`src/rtl/ex_muldiv_pkg.sv`:
```
// Shared constants, FSM encoding and helpers for the RV32M multiply/divide unit.
// Consumed by ex_muldiv and its testbench-facing decode.
package ex_muldiv_pkg;

   localparam logic [6:0] INST_TYPE_R_M = 7'b0110011;
   localparam logic [6:0] FUNCT7_M      = 7'b0000001;

   localparam logic [2:0] INST_MUL    = 3'b000;
   localparam logic [2:0] INST_MULH   = 3'b001;
   localparam logic [2:0] INST_MULHSU = 3'b010;
   localparam logic [2:0] INST_MULHU  = 3'b011;
   localparam logic [2:0] INST_DIV    = 3'b100;
   localparam logic [2:0] INST_DIVU   = 3'b101;
   localparam logic [2:0] INST_REM    = 3'b110;
   localparam logic [2:0] INST_REMU   = 3'b111;

   typedef enum logic [1:0] {
      S_IDLE = 2'd0,
      S_CALC = 2'd1,
      S_DONE = 2'd2
   } md_state_e;

   function automatic logic [31:0] neg32(input logic n, input logic [31:0] v);
      return n ? (~v + 32'd1) : v;
   endfunction

endpackage

```
`src/rtl/ex_div_iter.sv`:
```
// Radix-2 restoring divider datapath; one quotient bit per busy cycle.
module ex_div_iter (
   input  logic        clk,
   input  logic        rst,
   input  logic        start_i,
   input  logic        busy_i,
   input  logic [31:0] dividend_i,
   input  logic [31:0] divisor_i,
   output logic [31:0] quotient_o,
   output logic [31:0] remainder_o
);

   logic [63:0] rq_q, rq_d;
   logic [31:0] dvs_q, dvs_d;
   logic [32:0] top;
   logic [32:0] sub;

   always_comb begin
      rq_d  = rq_q;
      dvs_d = dvs_q;
      top   = rq_q[63:31];
      sub   = top - {1'b0, dvs_q};
      if (start_i) begin
         rq_d  = {32'd0, dividend_i};
         dvs_d = divisor_i;
      end else if (busy_i) begin
         // Partial remainder is always below the divisor, so a borrow is sub[32].
         if (!sub[32]) rq_d = {sub[31:0], rq_q[30:0], 1'b1};
         else          rq_d = {rq_q[62:0], 1'b0};
      end
   end

   assign quotient_o  = rq_d[31:0];
   assign remainder_o = rq_d[63:32];

   always_ff @(posedge clk) begin
      if (rst) begin
         rq_q  <= '0;
         dvs_q <= '0;
      end else begin
         rq_q  <= rq_d;
         dvs_q <= dvs_d;
      end
   end

endmodule

```
`src/rtl/gnrl_dfflr.sv`:
```
// Generic load-enable flop with synchronous active-high reset to zero.
module gnrl_dfflr #(
   parameter int DW = 32
) (
   input  logic          clk,
   input  logic          rst,
   input  logic          lden,
   input  logic [DW-1:0] dnxt,
   output logic [DW-1:0] qout
);

   always_ff @(posedge clk) begin
      if (rst) qout <= '0;
      else if (lden) qout <= dnxt;
   end

endmodule

```
`src/rtl/ex_muldiv.sv`:
```
// RV32M multiply/divide unit for the EX stage (IDLE/CALC/DONE FSM).
// Define MULDIV_FAST_MUL_EN for single-cycle multiplies.
module ex_muldiv
   import ex_muldiv_pkg::*;
#(
   parameter int XLEN = 32
) (
   input  logic            clk,
   input  logic            rst,
   input  logic [31:0]     inst_i,
   input  logic [XLEN-1:0] op1_i,
   input  logic [XLEN-1:0] op2_i,
   input  logic            regs_wen_i,
   input  logic [4:0]      rd_addr_i,
   input  logic            flush_i,
   output logic            hold_req_o,
   output logic [XLEN-1:0] result_o,
   output logic            regs_wen_o,
   output logic [4:0]      rd_addr_o
);

   md_state_e   state_q, state_d;
   logic [4:0]  cnt_q, cnt_d;
   logic [63:0] acc_q, acc_d;
   logic [31:0] a_q, a_d;
   logic [2:0]  f3_q, f3_d;
   logic [4:0]  rd_q, rd_d;
   logic        wen_q, wen_d;
   logic        negq_q, negq_d;
   logic        negr_q, negr_d;
   logic [32:0] mul_sum;

   logic [2:0]  funct3;
   logic        is_m, s1, s2, is_div, div0, ovf, special, start;
   logic [31:0] abs1, abs2;
   logic        fast_mul;
   logic [31:0] fast_res;
   logic [31:0] div_q, div_r;
   logic        unused_inst;

   assign funct3  = inst_i[14:12];
   assign is_m    = (inst_i[6:0] == INST_TYPE_R_M) && (inst_i[31:25] == FUNCT7_M);
   assign is_div  = funct3[2];
   assign s1      = is_div ? ~funct3[0] : (funct3 != INST_MULHU);
   assign s2      = is_div ? ~funct3[0] : (funct3[1] == 1'b0);
   assign abs1    = neg32(s1 & op1_i[31], op1_i);
   assign abs2    = neg32(s2 & op2_i[31], op2_i);
   assign div0    = (op2_i == 32'd0);
   assign ovf     = s1 && (op1_i == 32'h8000_0000) && (op2_i == 32'hFFFF_FFFF);
   assign special = is_div && (div0 || ovf);
   assign start   = (state_q == S_IDLE) && is_m && !flush_i;

   assign unused_inst = ^{inst_i[24:15], inst_i[11:7]};

`ifdef MULDIV_FAST_MUL_EN
   logic signed [32:0] fa, fb;
   logic signed [65:0] fp;
   logic               unused_fp;
   assign fa        = $signed({s1 & op1_i[31], op1_i});
   assign fb        = $signed({s2 & op2_i[31], op2_i});
   assign fp        = fa * fb;
   assign fast_mul  = ~funct3[2];
   assign fast_res  = (funct3 == INST_MUL) ? fp[31:0] : fp[63:32];
   assign unused_fp = ^fp[65:64];
`else
   assign fast_mul = 1'b0;
   assign fast_res = '0;
`endif

   ex_div_iter u_div (
      .clk        (clk),
      .rst        (rst),
      .start_i    (start && is_div && !special),
      .busy_i     ((state_q == S_CALC) && f3_q[2]),
      .dividend_i (abs1),
      .divisor_i  (abs2),
      .quotient_o (div_q),
      .remainder_o(div_r)
   );

   always_comb begin
      state_d = state_q;
      cnt_d   = cnt_q;
      acc_d   = acc_q;
      a_d     = a_q;
      f3_d    = f3_q;
      rd_d    = rd_q;
      wen_d   = wen_q;
      negq_d  = negq_q;
      negr_d  = negr_q;
      mul_sum = {1'b0, acc_q[63:32]} + (acc_q[0] ? {1'b0, a_q} : 33'd0);
      unique case (state_q)
         S_IDLE: begin
            if (start) begin
               f3_d    = funct3;
               rd_d    = rd_addr_i;
               wen_d   = regs_wen_i;
               negq_d  = (s1 & op1_i[31]) ^ (s2 & op2_i[31]);
               negr_d  = s1 & op1_i[31];
               a_d     = abs1;
               acc_d   = {32'd0, abs2};
               cnt_d   = '0;
               state_d = (special || fast_mul) ? S_DONE : S_CALC;
            end
         end
         S_CALC: begin
            if (flush_i) begin
               cnt_d   = '0;
               state_d = S_IDLE;
            end else begin
               if (!f3_q[2]) acc_d = {mul_sum, acc_q[31:1]};
               cnt_d = cnt_q + 5'd1;
               if (cnt_q == 5'd31) state_d = S_DONE;
            end
         end
         S_DONE:  state_d = S_IDLE;
         default: state_d = S_IDLE;
      endcase
   end

   always_ff @(posedge clk) begin
      if (rst) begin
         state_q <= S_IDLE;
         cnt_q   <= '0;
         acc_q   <= '0;
         a_q     <= '0;
         f3_q    <= '0;
         rd_q    <= '0;
         wen_q   <= 1'b0;
         negq_q  <= 1'b0;
         negr_q  <= 1'b0;
      end else begin
         state_q <= state_d;
         cnt_q   <= cnt_d;
         acc_q   <= acc_d;
         a_q     <= a_d;
         f3_q    <= f3_d;
         rd_q    <= rd_d;
         wen_q   <= wen_d;
         negq_q  <= negq_d;
         negr_q  <= negr_d;
      end
   end

   logic [63:0] prod;
   logic [31:0] quot, rem, calc_res, spec_res, res_d;
   logic        done_go, wen_out_d;
   logic [4:0]  rd_out_d;

   always_comb begin
      prod     = negq_q ? (~acc_d + 64'd1) : acc_d;
      quot     = neg32(negq_q, div_q);
      rem      = neg32(negr_q, div_r);
      calc_res = '0;
      unique case (1'b1)
         (f3_q == INST_MUL):          calc_res = prod[31:0];
         (f3_q[2:2] == 1'b0
          && f3_q != INST_MUL):       calc_res = prod[63:32];
         (f3_q[2:1] == 2'b10):        calc_res = quot;
         (f3_q[2:1] == 2'b11):        calc_res = rem;
         default:                     calc_res = '0;
      endcase
      // Divide-by-zero and signed overflow are answered without iterating.
      if (div0) spec_res = funct3[1] ? op1_i : 32'hFFFF_FFFF;
      else      spec_res = funct3[1] ? 32'd0 : 32'h8000_0000;
   end

   assign done_go   = (state_d == S_DONE);
   assign res_d     = (state_q == S_IDLE) ? (special ? spec_res : fast_res) : calc_res;
   assign wen_out_d = done_go && ((state_q == S_IDLE) ? regs_wen_i : wen_q);
   assign rd_out_d  = (state_q == S_IDLE) ? rd_addr_i : rd_q;

   gnrl_dfflr #(.DW(XLEN)) u_res (
      .clk(clk), .rst(rst), .lden(done_go), .dnxt(res_d), .qout(result_o)
   );

   gnrl_dfflr #(.DW(5)) u_rd (
      .clk(clk), .rst(rst), .lden(done_go), .dnxt(rd_out_d), .qout(rd_addr_o)
   );

   gnrl_dfflr #(.DW(1)) u_wen (
      .clk(clk), .rst(rst), .lden(1'b1), .dnxt(wen_out_d), .qout(regs_wen_o)
   );

   always_comb begin
      hold_req_o = 1'b0;
      unique case (state_q)
         S_IDLE:  hold_req_o = is_m && !flush_i;
         S_CALC:  hold_req_o = !flush_i;
         default: hold_req_o = 1'b0;
      endcase
   end

endmodule
```
`config.mk`:
```
export PLATFORM = sky130hd
export DESIGN_NAME = ex_muldiv
export DESIGN_NICKNAME = d
export VERILOG_FILES = /design/src/rtl/ex_muldiv_pkg.sv /design/src/rtl/ex_div_iter.sv /design/src/rtl/gnrl_dfflr.sv /design/src/rtl/ex_muldiv.sv
export SDC_FILE = /design/constraint.sdc
export NUM_CORES = 1
export LEC_CHECK = 0
export BUFFER_PORTS_ARGS = -buffer_cell sky130_fd_sc_hd__buf_4
export CORE_MARGIN = 1
export CORE_UTILIZATION = 55
export DETAILED_ROUTE_END_ITERATION = 7
export MAX_ROUTING_LAYER = met4
export PLACE_DENSITY = 0.74
export SYNTH_ARGS = -nofsm -noshare
export SYNTH_HDL_FRONTEND = slang
export SYNTH_SLANG_ARGS = --single-unit
export TNS_END_PERCENT = 1
```
`constraint.sdc`:
```
create_clock -name clk -period 13.3 [get_ports clk]
set_clock_uncertainty 0.2 [all_clocks]
set_input_delay 3.325 -clock clk [delete_from_list [all_inputs] [get_ports clk]]
set_output_delay 3.325 -clock clk [all_outputs]
set_load 0.05 [all_outputs]
```
==> metrics.cfg <==
[cells_and_area]
mostFrequentLayoutCell=nand2_1
fill_cells=3546
fin_area_um2=23390
antenna_cells=0
final_cell_mix=nand2_1, nor2_1, dfxtp_1
final_nets=3142
final_core_util_pct=61.96
area_growth_pct=10.66
drive_gt1_share_pct=10.28

[clock_network]
clk_pin_slew_worst_paths_ns=0.06
cts.htree.levels=1
cts.sinks=248
post_cts_buffers=0
cts_tree=built
clockRootBuffer=clkbuf_16
insertion_delay_ns=0.60
cts_hold_buf=0
clock_path_buffers=3
cts_made_buffers=31
postCtsResizedCells=0

[placed_design]
io_buffers=128
dp.final_hpwl_um=68040
place_congestion=1.130
post_dp_cell_area_um2=22330

[synth]
synth_top_area_share_pct=23.49
synth_warnings=0
synth_edf_count=0
synth.cell_area_um2=21140
synth_top_area_cell=dfxtp_1
netlist-cell-type-count=102
ys_seq_area_share_pct=23.49
synth_cells=2967
synth_nets=3146
async_flop_share_pct=0
synthTopCellsByArea=dfxtp_1, nand2_1, nor2_1, xnor2_1, a21oi_1
syn_area_per_cell_um2=7.125
ys_ff_latch=248
synth_ff_type=dfxtp_1

[route]
vias=24309
viasPerCell=6.951
dr.pass1.iters=8
route.detailed.drc=4
ant_nets=0
drtIter0Drc=3449
drt-total-wl_um=90680
wl_per_cell_um=25.93

[global_routing]
grt_pass1_vias=21860
overflow=0
grt_max_degree=104
antenna_found_initial=0
grt_first_pass_wirelength_um=133400
grt_usage_pct=46.24

[critical_path]
criticalPathCategory=primary input to flop
worstPathMaxFanout=31
worstSetupStartpointType=primary input
crit_required_ns=13.57
end_kind=flop
cp.arrival_ns=9.47

[timing]
whs_ns=0.2446
fmax_mhz=108.7
max-slew-margin-rel_pct=22.95
setup_tns_ns=0
tightest_slew_ns=1.153
rsz0062_at_grt=no
finalCritPeriodShare_pct=69.20
hold_viol=0
slew_violations=0
setup_viol=0
layout_min_cycle_time_ns=9.204

[floorplanning]
die_area_um2=39220
fp.dieW_um=198.0
fp-row-count=71
core_um2=37760
chipHeight_um=198.0
initial_utilization_pct=55.99
io_pins=144

[power]
leakagePower_nw=9.288
ir_worst_vdd_mv=0.09497
p_per_area_nw_per_um2=77.02

[flow_run]
maxCapViolations=0

[worst_hold_path]
min_path_type=flop to flop

[run_status]
outcome=complete, but fails checks
violations=design-rule violations

==> registers in the layout (all words and copies together), names as in the netlist <==
name	cells
wen_q	1
u_rd.qout	5
negr_q	1
u_div.dvs_q	32
rd_q	5
u_wen.qout	1
u_div.rq_q	64
u_res.qout	32
a_q	32
f3_q	3
acc_q	64
negq_q	1
cnt_q	5
state_q	2
==> critical path: stages <==
cell and delay [ns]:
buf_4 0.16, inv_1 0.11, ha_1 0.31, or4b_1 0.64
nor4_4 0.47, and2_1 0.41, a311o_2 0.61, nand3_1 0.12
o21ai_0 0.18, ha_1 0.29, inv_1 0.10, nor4b_1 0.53
nand2_1 0.10, mux2i_1 0.22, a21bo_2 0.32, nand3b_1 0.29
o21ai_0 0.29, xnor2_1 0.20, o22ai_1 0.12, a31o_2 0.23
o311ai_0 0.31, nand3_1 0.11
==> stage by stage <==
step | total power [mW] | setup WS, ns | cells
3_5_place_dp | 0.9052 | 3.660 | 3441
5_1_grt | 1.827 | 3.655 | 3497
4_1_cts | 1.787 | 4.261 | 3497
6_report | 1.802 | 4.096 | 3497
3_3_place_gp | 0.9053 | 3.428 | 3440
2_1_floorplan | 0.8295 | 4.605 | 2967
==> area by class of cell <==
| class | count | area, um2 | area share [%] |
|---|---|---|---|
| clock buffer | 38 | 842.1 | 3.600 |
| clock inverter | 18 | 216.5 | 0.9253 |
| inverter | 77 | 289.0 | 1.236 |
| multi-input combinational | 2434 | 15150 | 64.77 |
| sequential | 248 | 4966 | 21.23 |
| tap | 511 | 639.4 | 2.733 |
| timing repair buffer | 171 | 1287 | 5.504 |
==> logic make-up after synthesis <==
| family | Yosys count | synth area share, % |
|---|---|---|
| AND/OR/NAND/NOR | 1222 | 28.08 |
| AO/OA/AOI/OAI | 896 | 28.44 |
| buffers and inverters | 285 | 5.155 |
| flip-flops | 248 | 23.49 |
| XOR/XNOR | 194 | 8.038 |
| adder cells (fa/ha/maj) | 74 | 4.451 |
| multiplexers | 48 | 2.350 |
==> worst paths after layout <==
path | startpoint | endpoint | slack, ns | cells past startpoint
setup reg to reg | state_q[1] | u_res.qout[25] | 6.60 | 15
hold / removal | a_q[0] | a_q[0] | 0.24 | 2
hold reg to reg | a_q[0] | a_q[0] | 0.24 | 2
setup / recovery | op1_i[1] | u_res.qout[24] | 4.10 | 22
==> power by group <==
group	internal [mW]	switching, mW
Clock	0.528	0.375
Sequential	0.743	0.0000204
Combinational	0.0452	0.110
Total	1.32	0.486
==> synthesized netlist by cell type (all sizes together) (8+ instances only) <==
library cell / n
a2111oi: 11
a211o: 14
a211oi: 73
a21boi: 18
a21o: 30
a21oi: 204
a221oi: 26
a22oi: 28
a311oi: 21
a31oi: 33
a32oi: 9
a41oi: 10
and2: 51
and3: 26
buf: 41
clkbuf: 167
dfxtp: 248
ha: 72
inv: 76
mux2: 10
mux2i: 38
nand2: 367
nand2b: 17
nand3: 72
nand3b: 9
nand4: 64
nor2: 351
nor2b: 34
nor3: 69
nor3b: 8
nor4: 41
o211ai: 39
o21a: 24
o21ai: 201
o221ai: 14
o22ai: 19
o311ai: 11
o31ai: 31
o41ai: 11
or2: 23
or3: 39
or4: 23
xnor2: 118
xor2: 76
==> layer usage <==
layer	GRT usage (%)	part of all wire, %
met5	-	0
met3	11.79	13
met2	65.41	41
met1	60.93	40
met4	22.02	5.8
Power figures use the tool's default switching activity.
